<file path="src/rtl/rr_arbiter8_if.sv">
`default_nettype none
// ============================================================================
//  Module      : rr_arbiter8_if
//  Description : Bus bundle between the requester pool and rr_arbiter8.
//                master = requester side (drives enable/req/rel).
//                slave  = arbiter side (drives grant/grant_idx/grant_valid/
//                         timeout).
//  Signals     : enable       arbiter enable
//                req[7:0]     request vector, bit i = requester i
//                rel          owner done, ends the current grant
//                               ("release" is a reserved SV keyword)
//                grant[7:0]   one-hot grant
//                grant_idx    index of current owner (decoder data_in)
//                grant_valid  grant active (decoder enable)
//                timeout      one-cycle pulse, grant ended by hold expiry
//  Revision    : 1.0  initial release
// ============================================================================
interface rr_arbiter8_if;
    logic       enable;
    logic [7:0] req;
    logic       rel;
    logic [7:0] grant;
    logic [2:0] grant_idx;
    logic       grant_valid;
    logic       timeout;

    modport master (
        output enable, req, rel,
        input  grant, grant_idx, grant_valid, timeout
    );

    modport slave (
        input  enable, req, rel,
        output grant, grant_idx, grant_valid, timeout
    );
endinterface
`default_nettype wire

</file>
<file path="src/rtl/rr_arbiter8.sv">
`default_nettype none
// ============================================================================
//  Module      : rr_arbiter8
//  Description : 8-way round-robin arbiter in front of a 3-to-8 decoder.
//                Grants are held until the owner releases, drops its request,
//                the arbiter is disabled, or the hold limit expires. Priority
//                then rotates to the requester after the last owner. One idle
//                cycle always separates consecutive grants.
//  Parameters  : MAX_HOLD  max cycles a grant may be held (0 = unlimited)
//                CNT_W     hold counter width, MAX_HOLD <= 2**CNT_W-1
//  Ports       : clk       clock, rising edge
//                reset     synchronous active-high reset
//                bus       rr_arbiter8_if.slave (enable, req, rel in;
//                          grant, grant_idx, grant_valid, timeout out)
//  Revision    : 1.0  initial release
// ============================================================================
module rr_arbiter8 #(
    parameter int MAX_HOLD = 15,
    parameter int CNT_W    = 4
) (
    input  logic         clk,
    input  logic         reset,
    rr_arbiter8_if.slave bus
);

    localparam logic             c_TIMEOUT_EN   = (MAX_HOLD != 0);
    localparam logic [CNT_W-1:0] c_MAX_HOLD_CNT = CNT_W'(MAX_HOLD);
    localparam logic [CNT_W-1:0] c_CNT_SAT      = {CNT_W{1'b1}};

    typedef enum logic [0:0] {
        IDLE  = 1'b0,
        GRANT = 1'b1
    } state_t;

    state_t           r_state;
    logic [2:0]       r_ptr;
    logic [CNT_W-1:0] r_hold_cnt;
    logic [7:0]       r_grant;
    logic [2:0]       r_grant_idx;
    logic             r_grant_valid;
    logic             r_timeout;

    logic [2:0]       w_winner;
    logic [2:0]       w_scan;
    logic             w_found;
    logic             w_owner_done;
    logic             w_expired;
    logic             w_end;

    // Rotating priority scan: the first requester at or after r_ptr wins.
    always_comb begin
        w_winner = r_ptr;
        w_scan   = r_ptr;
        w_found  = 1'b0;
        for (int i = 0; i < 8; i++) begin
            w_scan = r_ptr + 3'(i);
            if (!w_found && bus.req[w_scan]) begin
                w_winner = w_scan;
                w_found  = 1'b1;
            end
        end
    end

    // Owner-driven ends take precedence over expiry when deciding timeout.
    assign w_owner_done = bus.rel | ~bus.req[r_grant_idx] | ~bus.enable;
    assign w_expired    = c_TIMEOUT_EN && (r_hold_cnt == c_MAX_HOLD_CNT);
    assign w_end        = w_owner_done | w_expired;

    always_ff @(posedge clk) begin
        if (reset) begin
            r_state       <= IDLE;
            r_ptr         <= 3'd0;
            r_hold_cnt    <= '0;
            r_grant       <= 8'h00;
            r_grant_idx   <= 3'd0;
            r_grant_valid <= 1'b0;
            r_timeout     <= 1'b0;
        end else begin
            r_timeout <= 1'b0;
            case (r_state)
                IDLE: begin
                    if (bus.enable && (|bus.req)) begin
                        r_state       <= GRANT;
                        r_grant_idx   <= w_winner;
                        r_grant       <= 8'd1 << w_winner;
                        r_grant_valid <= 1'b1;
                        r_hold_cnt    <= CNT_W'(1);
                    end
                end
                GRANT: begin
                    if (w_end) begin
                        r_state       <= IDLE;
                        r_ptr         <= r_grant_idx + 3'd1;
                        r_grant       <= 8'h00;
                        r_grant_idx   <= 3'd0;
                        r_grant_valid <= 1'b0;
                        r_hold_cnt    <= '0;
                        r_timeout     <= w_expired & ~w_owner_done;
                    end else if (r_hold_cnt != c_CNT_SAT) begin
                        // Saturate instead of wrapping when the limit is off.
                        r_hold_cnt <= r_hold_cnt + CNT_W'(1);
                    end
                end
                default: begin
                    r_state <= IDLE;
                end
            endcase
        end
    end

    assign bus.grant       = r_grant;
    assign bus.grant_idx   = r_grant_idx;
    assign bus.grant_valid = r_grant_valid;
    assign bus.timeout     = r_timeout;

endmodule
`default_nettype wire

</file>
<file path="src/flat_wrapper.sv">
// flat-port wrapper written by rule: the top's interface ports become plain ports
module rr_arbiter8_flat 
#(
    parameter int MAX_HOLD = 15,
    parameter int CNT_W    = 4
)
  (clk, reset, bus_enable, bus_req, bus_rel, bus_grant, bus_grant_idx, bus_grant_valid, bus_timeout);
  rr_arbiter8_if bus_i ();
  input  logic clk;
  input  logic reset;
  input wire logic [$bits(bus_i.enable)-1:0] bus_enable;
  input wire logic [$bits(bus_i.req)-1:0] bus_req;
  input wire logic [$bits(bus_i.rel)-1:0] bus_rel;
  output wire logic [$bits(bus_i.grant)-1:0] bus_grant;
  output wire logic [$bits(bus_i.grant_idx)-1:0] bus_grant_idx;
  output wire logic [$bits(bus_i.grant_valid)-1:0] bus_grant_valid;
  output wire logic [$bits(bus_i.timeout)-1:0] bus_timeout;
  assign bus_i.enable = bus_enable;
  assign bus_i.req = bus_req;
  assign bus_i.rel = bus_rel;
  assign bus_grant = bus_i.grant;
  assign bus_grant_idx = bus_i.grant_idx;
  assign bus_grant_valid = bus_i.grant_valid;
  assign bus_timeout = bus_i.timeout;
  rr_arbiter8 #(.MAX_HOLD(MAX_HOLD), .CNT_W(CNT_W)) u_core (.clk(clk), .reset(reset), .bus(bus_i));
endmodule
</file>
<file path="config.mk">
export PLATFORM = sky130hd
export DESIGN_NAME = rr_arbiter8_flat
export DESIGN_NICKNAME = d
export VERILOG_FILES = /design/src/rtl/rr_arbiter8_if.sv /design/src/rtl/rr_arbiter8.sv /design/src/flat_wrapper.sv
export SDC_FILE = /design/constraint.sdc
export NUM_CORES = 1
export LEC_CHECK = 0
export BUFFER_PORTS_ARGS = -buffer_cell sky130_fd_sc_hd__buf_4
export CAP_MARGIN = 30
export CORE_ASPECT_RATIO = 0.8
export CORE_MARGIN = 1
export CORE_UTILIZATION = 62
export DETAILED_ROUTE_END_ITERATION = 8
export PLACE_DENSITY_LB_ADDON = 0.1
export SYNTH_ARGS = -nofsm -noshare
export SYNTH_HDL_FRONTEND = slang
export SYNTH_SLANG_ARGS = --single-unit
</file>
<file path="constraint.sdc">
create_clock -name clk -period 6.08 [get_ports clk]
set_input_delay 0.304 -clock clk [delete_from_list [all_inputs] [get_ports clk]]
set_output_delay 0.304 -clock clk [all_outputs]
set_load 0.005 [all_outputs]
</file>
# ---- After elaboration in Yosys (flattened, before gate mapping)
# Cells that the tools add are included.
# W data, S select, Z words.
dict set report word_totals {
  in_bits 12
  register_bits 21
  elab_cells 108
}
dict set report classes {
  n_addsub 9
  order_cmp 9
  n_mux 48
  eq_ne 5
  bitwise 9
  shifts 1
  n_reduce_logical 20
}
# op n
set ops {}
lappend ops {{$lt A3 B4 Y1 const B} 9}
lappend ops {{$bmux W1 S3} 9}
lappend ops {{$mux W3} 9}
lappend ops {{$mux W1} 20}
lappend ops {{$mux W8} 2}
lappend ops {{$pmux W8 S2} 1}
lappend ops {{$add A3 B3 Y3 const B} 4}
lappend ops {{$mux W4} 3}
lappend ops {{$logic_and A1 B1 Y1} 8}
lappend ops {{$pmux W4 S2} 1}
lappend ops {{$reduce_or A8 Y1} 1}
lappend ops {{$shl A1 B3 Y8 const A} 1}
lappend ops {{$logic_not A1 Y1} 7}
lappend ops {{$add A3 B1 Y3 const B} 2}
lappend ops {{$add A3 B2 Y3 const B} 2}
lappend ops {{$pmux W3 S2} 1}
lappend ops {{$reduce_and A2 Y1} 3}
lappend ops {{$not A1 Y1} 5}
lappend ops {{$add A4 B1 Y4 const B} 1}
lappend ops {{$eq A4 B4 Y1 const B} 1}
lappend ops {{$ne A4 B4 Y1 const B} 1}
lappend ops {{$pmux W1 S2} 2}
lappend ops {{$ne A3 B3 Y1 const B} 1}
lappend ops {{$or A1 B1 Y1} 3}
lappend ops {{other kinds (4)} 4}

# ---- Logic depth before layout (Yosys ltp)
dict set report logic_depth {
  depth_word 27
  mapped_depth 13
  mapped_depth_nobuf 10
}

# ---- Worst setup path after synthesis
# Ideal clock, no wire load.
dict set report synth_path {
  path_kind {reg-to-reg}
  startpoint {register u_core.r_ptr[1]}
  endpoint {register u_core.r_grant[4], in the netlist u_core.bus.grant[4]}
  arrival_ps 3378
  setup_time_ps 85
  path_stages_with_launch 14
  setup_slack_ps 2617
  cell_sequence {dfxtp_1 -> buf_2 -> buf_6 -> inv_1 -> ha_1 -> buf_6 -> mux2_4 -> mux4_2 -> o32a_4 -> nor3_2 -> nor4_1 -> a221o_1 -> or2_0 -> o31ai_2}
}
dict set report synth_via {
  elab_chain_len 27
  word_cells_on_any_way 54
  cone_classes {add/sub (7); shift (1); mux (32); reduce/logical (14)}
}
# element line
set synth_rtl {}
lappend synth_rtl {{start: declaration} rr_arbiter8.sv:36} ;# logic [2:0] r_ptr;
lappend synth_rtl {{start signal: assignment} rr_arbiter8.sv:93} ;# r_ptr <= r_grant_idx + 3'd1;
lappend synth_rtl {{branches (longest 23 deep; another with $add A3 B1 Y3)} n/a}
lappend synth_rtl {{$mux W3 *} rr_arbiter8.sv:57} ;# if (!w_found && bus.req[w_scan]) begin
lappend synth_rtl {{$shl A1 B3 Y8 *} rr_arbiter8.sv:85} ;# r_grant <= 8'd1 << w_winner;
lappend synth_rtl {{$mux W8 *} rr_arbiter8.sv:82} ;# if (bus.enable && (|bus.req)) begin
lappend synth_rtl {{$pmux W8 S2 *} rr_arbiter8.sv:80} ;# case (r_state)
lappend synth_rtl {{end signal: assignment} rr_arbiter8.sv:85}
lappend synth_rtl {{end: declaration} rr_arbiter8.sv:38} ;# logic [7:0] r_grant;
# Mark *: on every way between the ends. The select of a mux whose other input is x is not followed.
# A chain may end at the register's enable or synchronous reset.

# ---- Final worst setup path
dict set report layout_path {
  startpoint {register u_core.r_ptr[1]}
  endpoint {register u_core.r_grant[1], in the netlist u_core.bus.grant[1]}
}
# Same word-level chain as after synthesis.

==> flow_metrics.py <==
metrics = {
    "final_layout": {
        "final_area_um2": 2070,
        "multi_input_area_um2": 1360,
        "areaGrowthSynthToFinish_pct": 11.0,
        "n_antenna_cell": 0,
        "nets": 234,
        "regArea_um2": 420,
        "fillers": 212,
        "drive_gt1_frac": 0.226,
    },
    "detailed_routing": {
        "drt_wl_total_um": 4320,
        "ant_nets": 0,
        "drtIter0Drc": 155,
        "via_per_inst": 6.72,
        "vias": 1713,
        "first_pass_iters": 5,
        "drc": 0,
        "wire_per_inst_um": 17.0,
    },
    "clock_tree": {
        "clk_pin_slew_worst_paths_ns": 0.07,
        "numCtsBuffers": 3,
        "h-tree-depth": 1,
        "cts_buffer_depth": 2,
        "postCtsSetupBuffers": 0,
        "clkLatencyLatePin_ns": 0.26,
        "hold_buffers": 0,
        "cts-root-buf": "clkbuf_8",
        "cts-resized-gates": 0,
        "cts_tree": "yes",
        "cts.sinks": 21,
    },
    "global_routing": {
        "grt_max_degree": 20,
        "gr-usage-met2": 0.480,
        "antenna_found_initial": 0,
        "track_usage": 0.288,
        "grtUsageMet1": 0.395,
        "grt_pass1_wl_um": 7220,
        "grt-busiest-layer": "met2",
        "grt_overflow": 0,
        "grt_use_met3": 0.0424,
        "grt_pass1_vias": 1572,
    },
    "floorplan": {
        "die_x_um": 63.4,
        "io_pins": 25,
        "start_util": 0.665,
        "die_area_um2": 3240,
        "rows": 17,
        "die_h_um": 51.1,
        "core_area_um2": 2810,
    },
    "yosys": {
        "synthFlopType": "dfxtp_1",
        "syn_inst": 198,
        "synth-compound-area-share": 0.187,
        "synthSimpleGateAreaFrac": 0.215,
        "synth_mux_area_frac": 0.274,
        "synth-seq-cells": 21,
        "ys_seq_area_frac": 0.225,
        "synth_cell_types": 58,
        "synth_fa_ha_area_frac": 0.0268,
        "async_flop_share": 0,
        "syn_area_per_cell_um2": 9.43,
        "synth_top_area_cell": "dfxtp_1",
        "synth_xor_area_frac": 0.0235,
        "synth_top_family_by_area": "multiplexers",
        "synth.net_count": 214,
        "yosysWarningCount": 0,
        "synth_area_leaders": "dfxtp_1 23%, mux4_2 9.7%, mux4_1 8.4%, mux2i_1 4.3%, a21oi_1 3.5%",
        "netlist_area_um2": 1870,
        "synth-edff-count": 0,
        "synth_top_area_frac": 0.225,
    },
    "pwr": {
        "powerDensity_nw_per_um2": 210,
        "peakVddDrop_mv": 0.148,
        "p_leak_nw": 0.796,
    },
    "sta": {
        "relSlewSlack": 0.329,
        "fmax_ghz": 0.240,
        "hold_violations": 0,
        "layout_setup_ws_ns": 1.91,
        "hold_ws_ns": 0.320,
        "tns_ns": 0,
        "fin_crit_ns": 4.17,
        "fin_skew_ns": 0.00221,
        "tightest_slew_ns": 1.00,
        "rsz0062_at_grt": "no",
        "fin_crit_sh": 0.687,
        "setup_viol": 0,
        "slew_viol_final": 0,
    },
    "run_status": {
        "status": "completed",
    },
    "place": {
        "place_area_um2": 2030,
        "hpwl_um": 3320,
        "dp_slack_ns": 1.88,
        "numPortBuffers": 24,
        "gp_congestion": 0.874,
    },
    "critical_path": {
        "slowest_stage": "dfxtp_1",
        "critPathKind": "reg2reg",
        "arrival_ns": 4.32,
        "cp-end-kind": "register",
        "critical_path.max_fanout": 16,
        "critPathMaxStageDelay_ns": 0.73,
        "cp_cell_sequence": "inv_1, ha_1, mux2_2, mux4_1, a22oi_1, o32ai_1, nor4_1, a221o_1, and2b_2, a32o_1",
        "path_buf_inv": 1,
        "worstSetupStartpointType": "register",
        "critPathRequiredTime_ns": 6.23,
        "cp_top_family": "multiplexers",
    },
    "flow_run": {
        "maxCapViolCount": 0,
    },
    "hold_path": {
        "worstHoldPathType": "in2reg",
    },
}
## cell usage after synthesis, types with 2 or more instances
cell and count:
dfxtp_1 21, nand2_1 17, nor2_1 14, a21oi_1 13, o21ai_0 12, nand3_1 9, mux2i_1 8, mux4_2 8
inv_1 6, mux4_1 6, mux2_2 5, clkbuf_1 4, ha_1 4, nand3b_1 4, a22o_1 3, a2bb2oi_1 3
and3_1 3, buf_6 3, nor3_1 3, nor4_1 3, xor2_1 3, a22oi_1 2, and2b_1 2, nand4b_1 2
nor2b_1 2, nor3b_1 2, o32ai_1 2, or3_1 2, or3b_1 2, xnor2_1 2
## final timing paths
kind                                           from                      end  slack, ns  cells past startpoint
worst max-delay path                u_core.r_ptr[1]      u_core.bus.grant[1]       1.91                     10
worst min-delay path                          reset  u_core.bus.grant_idx[0]       0.32                      2
worst max register to register      u_core.r_ptr[1]      u_core.bus.grant[1]       1.91                     10
worst min register to register  u_core.bus.grant[5]      u_core.bus.grant[5]       0.46                      2
## cell type report
| class | instances | share of cell area |
|---|---|---|
| multi-input cells | 162 | 0.655 |
| flip-flops and latches | 21 | 0.203 |
| repair buffers | 24 | 0.0870 |
| well taps | 38 | 0.0229 |
| clock buffers | 4 | 0.0217 |
| inverters | 6 | 0.0109 |
## sequential cells by signal, summed over array words and instances (netlist names)
register	count
u_core.r_state	1
u_core.r_hold_cnt	4
u_core.bus.timeout	1
u_core.r_ptr	3
u_core.bus.grant_valid	1
u_core.bus.grant	8
u_core.bus.grant_idx	3
## logic make-up (layout without fill, tap and decap cells)
group                      after synthesis  after routing
AOI/OAI and AO/OA                       50             50
DFF                                     21             21
buffers and inverters                   15             34
xor gates and xnor gates                 5              5
muxes                                   29             29
adders and majority gates                4              4
and+or+nand+nor                         74             74
## worst reg2reg max path, cell delays in order (launching register included)
cell and delay [ns]:
dfxtp_1 0.73, inv_1 0.20, ha_1 0.64, mux2_2 0.41
mux4_1 0.59, a22oi_1 0.26, o32ai_1 0.14, nor4_1 0.28
a221o_1 0.31, and2b_2 0.25, a32o_1 0.26
## stage by stage
stage / total power, mW / util / instances
after global routing: 0.459 / 0.738 / 255
after global placement: 0.337 / 0.722 / 251
after detailed placement: 0.344 / 0.722 / 251
final: 0.434 / 0.738 / 255
after floorplan: 0.299 / - / 198
after CTS: 0.432 / 0.738 / 255
## placed cells by master (no fill, tap or decap), drive strengths merged, types with 3 or more instances in the layout
master   synthesis  final
nand3            9      9
and3             3      3
nor2            14     14
nand3b           4      4
and2b            3      3
nor4             3      3
ha               4      4
o21ai           13     13
a21oi           13     13
mux2             6      6
nor3             4      4
mux4            14     14
buf              4     24
mux2i            9      9
a2bb2oi          3      3
nand2           17     17
xor2             3      3
a22o             4      4
inv              6      6
clkbuf           5      4
dfxtp           21     21
## per-layer routing
layer  part of all wire  up-vias
met5                  0        -
li1                   -      814
met4              0.010        0
met3              0.064        8
met1               0.45      797
met2               0.48       94
## power breakdown
| group | switching [mW] | internal, mW | leakage, nW |
|---|---|---|---|
| clock network | 0.0432 | 0.0466 | 0.0228 |
| logic | 0.0953 | 0.0872 | 0.602 |
| registers | 0.0153 | 0.146 | 0.171 |
Power figures use the tool's default switching activity.
